`src/rtl/mycpu_pkg.sv`:
```
// ============================================================================
//  Module      : mycpu_pkg
//  Description : Shared types and constants for the mycpu datapath/control.
//  Revision    : 1.0 - initial release
// ============================================================================
`default_nettype none

package mycpu_pkg;

    // PC select, driven by the control unit and consumed by pc_ir
    typedef enum logic [1:0] {
        PS_HOLD = 2'b00,
        PS_INC  = 2'b01,
        PS_BR   = 2'b10,
        PS_JMP  = 2'b11
    } pc_sel_t;

    // Branch offset is a two's-complement field split across IR[8:6] and IR[2:0]
    localparam int BR_OFS_W = 6;

endpackage

`default_nettype wire

```
`src/rtl/pc_ir_pc_nxt_calc.sv`:
```
// ============================================================================
//  Module      : pc_nxt_calc
//  Description : Combinational next-PC selection: hold, increment, relative
//                branch (6-bit signed offset from IR) or absolute jump.
//  Revision    : 1.0 - initial release
// ============================================================================
`default_nettype none

module pc_nxt_calc
    import mycpu_pkg::*;
#(
    parameter int DATA_W = 16,
    parameter int ADDR_W = 16
) (
    input  logic [ADDR_W-1:0] pc_i,
    input  logic [DATA_W-1:0] ir_i,
    input  pc_sel_t           ps_i,
    input  logic [ADDR_W-1:0] a_i,
    output logic [ADDR_W-1:0] pc_nxt_o
);

    logic [BR_OFS_W-1:0] w_br_ofs;
    logic [ADDR_W-1:0]   w_br_ofs_ext;
    logic                unused_ir_bits;

    assign w_br_ofs       = {ir_i[8:6], ir_i[2:0]};
    assign w_br_ofs_ext   = {{(ADDR_W-BR_OFS_W){w_br_ofs[BR_OFS_W-1]}}, w_br_ofs};
    // Remaining IR bits are opcode/register fields that do not affect the PC
    assign unused_ir_bits = ^{ir_i[DATA_W-1:9], ir_i[5:3]};

    // Select the next PC; all arithmetic wraps modulo 2^ADDR_W
    always_comb begin
        pc_nxt_o = pc_i;
        case (ps_i)
            PS_HOLD: pc_nxt_o = pc_i;
            PS_INC:  pc_nxt_o = pc_i + {{(ADDR_W-1){1'b0}}, 1'b1};
            PS_BR:   pc_nxt_o = pc_i + w_br_ofs_ext;
            PS_JMP:  pc_nxt_o = a_i;
            default: pc_nxt_o = pc_i;
        endcase
    end

endmodule

`default_nettype wire

```
`src/rtl/pc_ir.sv`:
```
// ============================================================================
//  Module      : pc_ir
//  Description : Program counter and instruction register stage. Drives the
//                synchronous instruction memory address, captures fetched
//                instructions, counts loads and flags stale-data captures.
//  Revision    : 1.0 - initial release
// ============================================================================
`default_nettype none

module pc_ir
    import mycpu_pkg::*;
#(
    parameter int              DATA_W   = 16,
    parameter int              ADDR_W   = 16,
    parameter logic [ADDR_W-1:0] RESET_PC = '0,
    parameter int              CNT_W    = 32
) (
    input  logic              clk,
    input  logic              rst_n,
    input  logic              il_in,
    input  pc_sel_t           ps_in,
    input  logic [DATA_W-1:0] a_in,
    output logic [ADDR_W-1:0] imem_addr_out,
    input  logic [DATA_W-1:0] imem_rdata_in,
    output logic [DATA_W-1:0] ins_out,
    output logic [ADDR_W-1:0] pc_out,
    output logic              ir_valid_out,
    output logic              fetch_err_out,
    output logic [CNT_W-1:0]  insn_cnt_out
);

    logic [ADDR_W-1:0] pc_q,        pc_d;
    logic [DATA_W-1:0] ir_q,        ir_d;
    logic              ir_valid_q,  ir_valid_d;
    logic              fetch_err_q, fetch_err_d;
    logic [CNT_W-1:0]  insn_cnt_q,  insn_cnt_d;
    // Address whose data is currently on imem_rdata_in, and whether it is real
    logic [ADDR_W-1:0] tag_addr_q;
    logic              tag_vld_q;

    logic [ADDR_W-1:0] w_pc_nxt;
    logic              w_stale;

    pc_nxt_calc #(
        .DATA_W (DATA_W),
        .ADDR_W (ADDR_W)
    ) u_pc_nxt_calc (
        .pc_i     (pc_q),
        .ir_i     (ir_q),
        .ps_i     (ps_in),
        .a_i      (a_in[ADDR_W-1:0]),
        .pc_nxt_o (w_pc_nxt)
    );

    assign imem_addr_out = w_pc_nxt;
    assign w_stale       = !tag_vld_q || (tag_addr_q != pc_q);

    // Next-state for PC, IR, load counter and sticky fetch error
    always_comb begin
        pc_d        = w_pc_nxt;
        ir_d        = ir_q;
        ir_valid_d  = ir_valid_q;
        insn_cnt_d  = insn_cnt_q;
        fetch_err_d = fetch_err_q;
        if (il_in) begin
            ir_d        = imem_rdata_in;
            ir_valid_d  = 1'b1;
            insn_cnt_d  = insn_cnt_q + {{(CNT_W-1){1'b0}}, 1'b1};
            fetch_err_d = fetch_err_q | w_stale;
        end
    end

    // State registers; reset discards any fetch in flight
    always_ff @(posedge clk or negedge rst_n) begin
        if (!rst_n) begin
            pc_q        <= RESET_PC;
            ir_q        <= '0;
            ir_valid_q  <= 1'b0;
            fetch_err_q <= 1'b0;
            insn_cnt_q  <= '0;
            tag_addr_q  <= '0;
            tag_vld_q   <= 1'b0;
        end else begin
            pc_q        <= pc_d;
            ir_q        <= ir_d;
            ir_valid_q  <= ir_valid_d;
            fetch_err_q <= fetch_err_d;
            insn_cnt_q  <= insn_cnt_d;
            tag_addr_q  <= imem_addr_out;
            tag_vld_q   <= 1'b1;
        end
    end

    assign ins_out       = ir_q;
    assign pc_out        = pc_q;
    assign ir_valid_out  = ir_valid_q;
    assign fetch_err_out = fetch_err_q;
    assign insn_cnt_out  = insn_cnt_q;

endmodule

`default_nettype wire
```
`config.mk`:
```
export PLATFORM = sky130hd
export DESIGN_NAME = pc_ir
export DESIGN_NICKNAME = d
export VERILOG_FILES = /design/src/rtl/mycpu_pkg.sv /design/src/rtl/pc_ir_pc_nxt_calc.sv /design/src/rtl/pc_ir.sv
export SDC_FILE = /design/constraint.sdc
export NUM_CORES = 1
export LEC_CHECK = 0
export CAP_MARGIN = 5
export CORE_ASPECT_RATIO = 0.5
export CORE_MARGIN = 1.5
export CORE_UTILIZATION = 35
export DETAILED_ROUTE_END_ITERATION = 6
export GPL_ROUTABILITY_DRIVEN = 0
export PLACE_DENSITY_LB_ADDON = 0.1
export RECOVER_POWER = 50
export SLEW_MARGIN = 20
export SYNTH_ARGS = -nofsm -noshare
export SYNTH_HDL_FRONTEND = slang
export SYNTH_SLANG_ARGS = --single-unit
```
`constraint.sdc`:
```
create_clock -name clk -period 4.3 [get_ports clk]
set_input_delay 0.86 -clock clk [delete_from_list [all_inputs] [get_ports clk]]
set_output_delay 0.86 -clock clk [all_outputs]
set_load 0.02 [all_outputs]
```
==> results_dict.tcl <==
set metrics [dict create \
    status "completed" \
    syn-num-nets 419 \
    synth.yosys.seq_area_share 0.450 \
    synth-edff-count 0 \
    cp-end-kind "primary output" \
    placement.io_buffers 118 \
    p_per_area_mw_per_mm2 421 \
    critical_path_buf_inv_count 4 \
    period_share 0.980 \
    cts.clk_slew.worst_paths_ns 0.06 \
    critPathSlowestCell "sky130_fd_sc_hd__or4b_4" \
    number_of_clock_sinks_seen_by_cts 67 \
    firstDrtPassIters 4 \
    multi_input_comb_area_sq_mm 0.00193 \
    largest_net_degree_at_the_start_of_global_routing 53 \
    routed_wire_length_per_instance_um 15.7 \
    dp.final_hpwl_um 7490 \
    design.core.area_sq_mm 0.0103 \
    layout.area.seq_sq_mm 0.00168 \
    static-leakage-power_uw 0.00241 \
    route.detailed.drc 0 \
    dpl-instance-area_sq_mm 0.00529 \
    synth_largest_area_cell "sky130_fd_sc_hd__dfrtp_1" \
    yosys_warnings 0 \
    drt_wl_total_um 10400 \
    async_set_or_reset_register_ratio_after_synthesis 1.00 \
    critical_path.reg2reg.endpoint "tag_addr_q[10]$_DFF_PN0_" \
    area_growth_pct 50.5 \
    cts_htree_levels 3 \
    first_global_vias 3328 \
    final_nets 568 \
    crit_chain "clkdlybuf4s15_1 > inv_2 > ha_4 > nand2b_1 > ha_2 > inv_2 > fa_2 > nor2b_4 > o31a_1 > or4b_4 > and4_4 > or3_4 > buf_6" \
    track_usage 0.192 \
    antenna_left 0 \
    finalPower_uw 2360 \
    finish.cell_count_without_fillers 663 \
    timing_worst_slew_pin_value_ns 1.28 \
    hp-start "fetch_err_out$_DFFE_PN0P_" \
    cell_area_after_synthesis_sq_mm 0.00372 \
    cts-buffers-inserted 9 \
    final_layout_size_suffix_gt1_frac 0.201 \
    kind_of_cell_adding_the_most_delay_to_the_critical_path "simple AND/OR/NAND/NOR gates" \
    die_width_um 149 \
    fp-row-count 26 \
    synth_top_cell_area_share 0.450 \
    design_area_sq_mm 0.00561 \
    vdd.ir_drop.worst_uv 286 \
    timing.critical_path.slowest_cell_delay_ns 0.50 \
    ioPinCount 119 \
    met3RoutedLength_um 516 \
    floorplan.initialDensity 0.362 \
    cp.arrival_ns 3.35 \
    detail_route.iter0.violations 103 \
    start_kind "input pin" \
    highest-signal-layer "met4" \
    die_h_um 75.9 \
    synth.ff_latch_count 67 \
    fmax_ghz 0.237 \
    timing.reg2reg.worst_path_depth 9 \
    regToRegStartpoint "ins_out[0]$_DFFE_PN0P_" \
    post_synth.cell_area_avg_sq_um 10.1 \
    detailroute.via_count 3370 \
    final_cell_mix "sky130_fd_sc_hd__clkdlybuf4s50_1 (98), sky130_fd_sc_hd__dfrtp_1 (67), sky130_fd_sc_hd__buf_4 (44)" \
    avg_vias_per_cell 5.08 \
    cp.required_ns 3.44 \
    global_route.overflow_total 0 \
    antenna_violations_before_repair 0 \
    dr_wl_met2_um 5060 \
    clock_root_buffer "sky130_fd_sc_hd__clkbuf_16" \
    min_path_type "flip-flop to flip-flop" \
    cts_max_path_buffers 2 \
    min_period_ns 4.21 \
    dieArea_sq_mm 0.0113 \
    worstHoldEndpoint "fetch_err_out$_DFFE_PN0P_" \
    criticalPathCategory "input pin to primary output" \
    holdPathStages 1 \
    clock-skew-final_ns 0.00913 \
    place.detailed.instances 643 \
    wire_length_of_the_first_global_routing_pass_um 17200 \
    n_fill_cell 998 \
    slew_headroom 0.148 \
    finalSetupViolCount 0 \
    worstSkewPairLatency_ns 0.33 \
    cp_max_fo 5 \
    final_max_slew_viol_count 0 \
    m1WireLength_um 4740 \
    ff2ff_setup_slack_ns 1.78 \
    cts_tree "built" \
    synth.area.top_cells "sky130_fd_sc_hd__dfrtp_1 (45%), sky130_fd_sc_hd__xnor2_1 (6.8%), sky130_fd_sc_hd__mux2_2 (5.1%)" \
    num_antenna_cells 0 \
    layout.cells.most_common "sky130_fd_sc_hd__clkdlybuf4s50_1" \
    final-hold-violation-count 0 \
    setup_total_negative_slack_ns 0 \
    synth.lib_cells_used.distinct 57 \
    synthFlopType "sky130_fd_sc_hd__dfrtp_1" \
    synthCells 370 \
    maxCapViolCount 0 \
    crit_path_frequent_cell "sky130_fd_sc_hd__inv_2" \
]
worst max-delay path by stage:
stage              from           endpoint  slack (ns)  cells after the start
2_1_floorplan  ps_in[0]  imem_addr_out[10]        0.09                     11
3_3_place_gp   ps_in[0]  imem_addr_out[13]       -0.69                     13
3_5_place_dp   ps_in[0]  imem_addr_out[13]       -0.74                     13
4_1_cts        ps_in[1]  imem_addr_out[10]        0.03                     10
5_1_grt        ps_in[0]   imem_addr_out[2]       -0.02                     13
6_report       ps_in[0]  imem_addr_out[10]        0.09                     13
registers in the layout (all words and copies together), names as in the netlist:
name and flops:
tag_addr_q 16, fetch_err_out 1, insn_cnt_out 32, tag_vld_q 1, ir_valid_out 1, ins_out 16
per-stage QoR:
stage	hold slack, ns	setup WS, ns	utilization
after floorplan	0.502	0.0877	-
after global placement	0.441	-0.692	0.514
after detailed placement	0.447	-0.737	0.514
after CTS	0.460	0.0267	0.545
after global routing	0.472	-0.0207	0.545
final	0.455	0.0854	0.545
worst reg2reg max path, stage by stage (launching register included):
cell	delay [ns]
sky130_fd_sc_hd__dfrtp_1	0.39
sky130_fd_sc_hd__nand2b_1	0.16
sky130_fd_sc_hd__ha_2	0.19
sky130_fd_sc_hd__inv_2	0.05
sky130_fd_sc_hd__fa_2	0.22
sky130_fd_sc_hd__nor2b_4	0.05
sky130_fd_sc_hd__o31a_1	0.28
sky130_fd_sc_hd__or4b_4	0.50
sky130_fd_sc_hd__and4_4	0.20
sky130_fd_sc_hd__or3_4	0.36
cells by family after synthesis:
group,share of synthesized area
AOI/OAI and AO/OA,0.127
other,0.00101
muxes,0.0568
xor gates and xnor gates,0.0776
and+or+nand+nor,0.205
adders and majority gates,0.0423
DFF,0.450
buffers and inverters,0.0400
area by class of cell:
cell class / count / share of cell area
Inverter: 11 / 0.00736
Clock inverter: 6 / 0.0116
Timing Repair Buffer: 164 / 0.266
Sequential cell: 67 / 0.299
Multi-Input combinational cell: 266 / 0.345
Tap cell: 140 / 0.0312
Clock buffer: 9 / 0.0402
metal layers:
layer  GRT usage  up-vias
met5           0        -
met4      0.0436        0
met3      0.0524        7
met2       0.325       75
met1       0.244     1640
li1            -     1648
timing repair:
action,in CTS,in global routing
gates resized for setup,42,14
endpoints found under the hold margin,0,0
hold buffers,0,0
buffers inserted,1,4
endpoints found under the setup margin,14,13
pin swaps,5,5
synth_stat cells, drive strengths merged, types with 2 or more instances:
| cell | count |
|---|---|
| nor4 | 5 |
| nor2b | 3 |
| and2 | 7 |
| and3 | 8 |
| nand3 | 19 |
| nand4 | 16 |
| nand4bb | 2 |
| nor2 | 18 |
| a21o | 5 |
| o2111ai | 3 |
| nand3b | 5 |
| nand2 | 24 |
| o211ai | 4 |
| clkbuf | 20 |
| a31oi | 2 |
| or2 | 3 |
| a21oi | 14 |
| dfrtp | 67 |
| or3 | 5 |
| buf | 6 |
| nor3 | 6 |
| o22ai | 2 |
| xor2 | 4 |
| o21a | 4 |
| inv | 11 |
| a211oi | 3 |
| nand2b | 2 |
| a22o | 2 |
| o21ai | 6 |
| ha | 11 |
| and4 | 7 |
| xnor2 | 29 |
| a22oi | 8 |
| a221oi | 5 |
| mux2 | 17 |
| mux2i | 2 |
power breakdown:
group	switching (uW)	internal (uW)	leakage, uW	total [uW]
clock network	288	447	0.000142	735
logic	409	401	0.00141	809
registers	107	711	0.000853	818
total	804	1560	0.00241	2360
No activity file was read; power rests on OpenSTA's default activity.
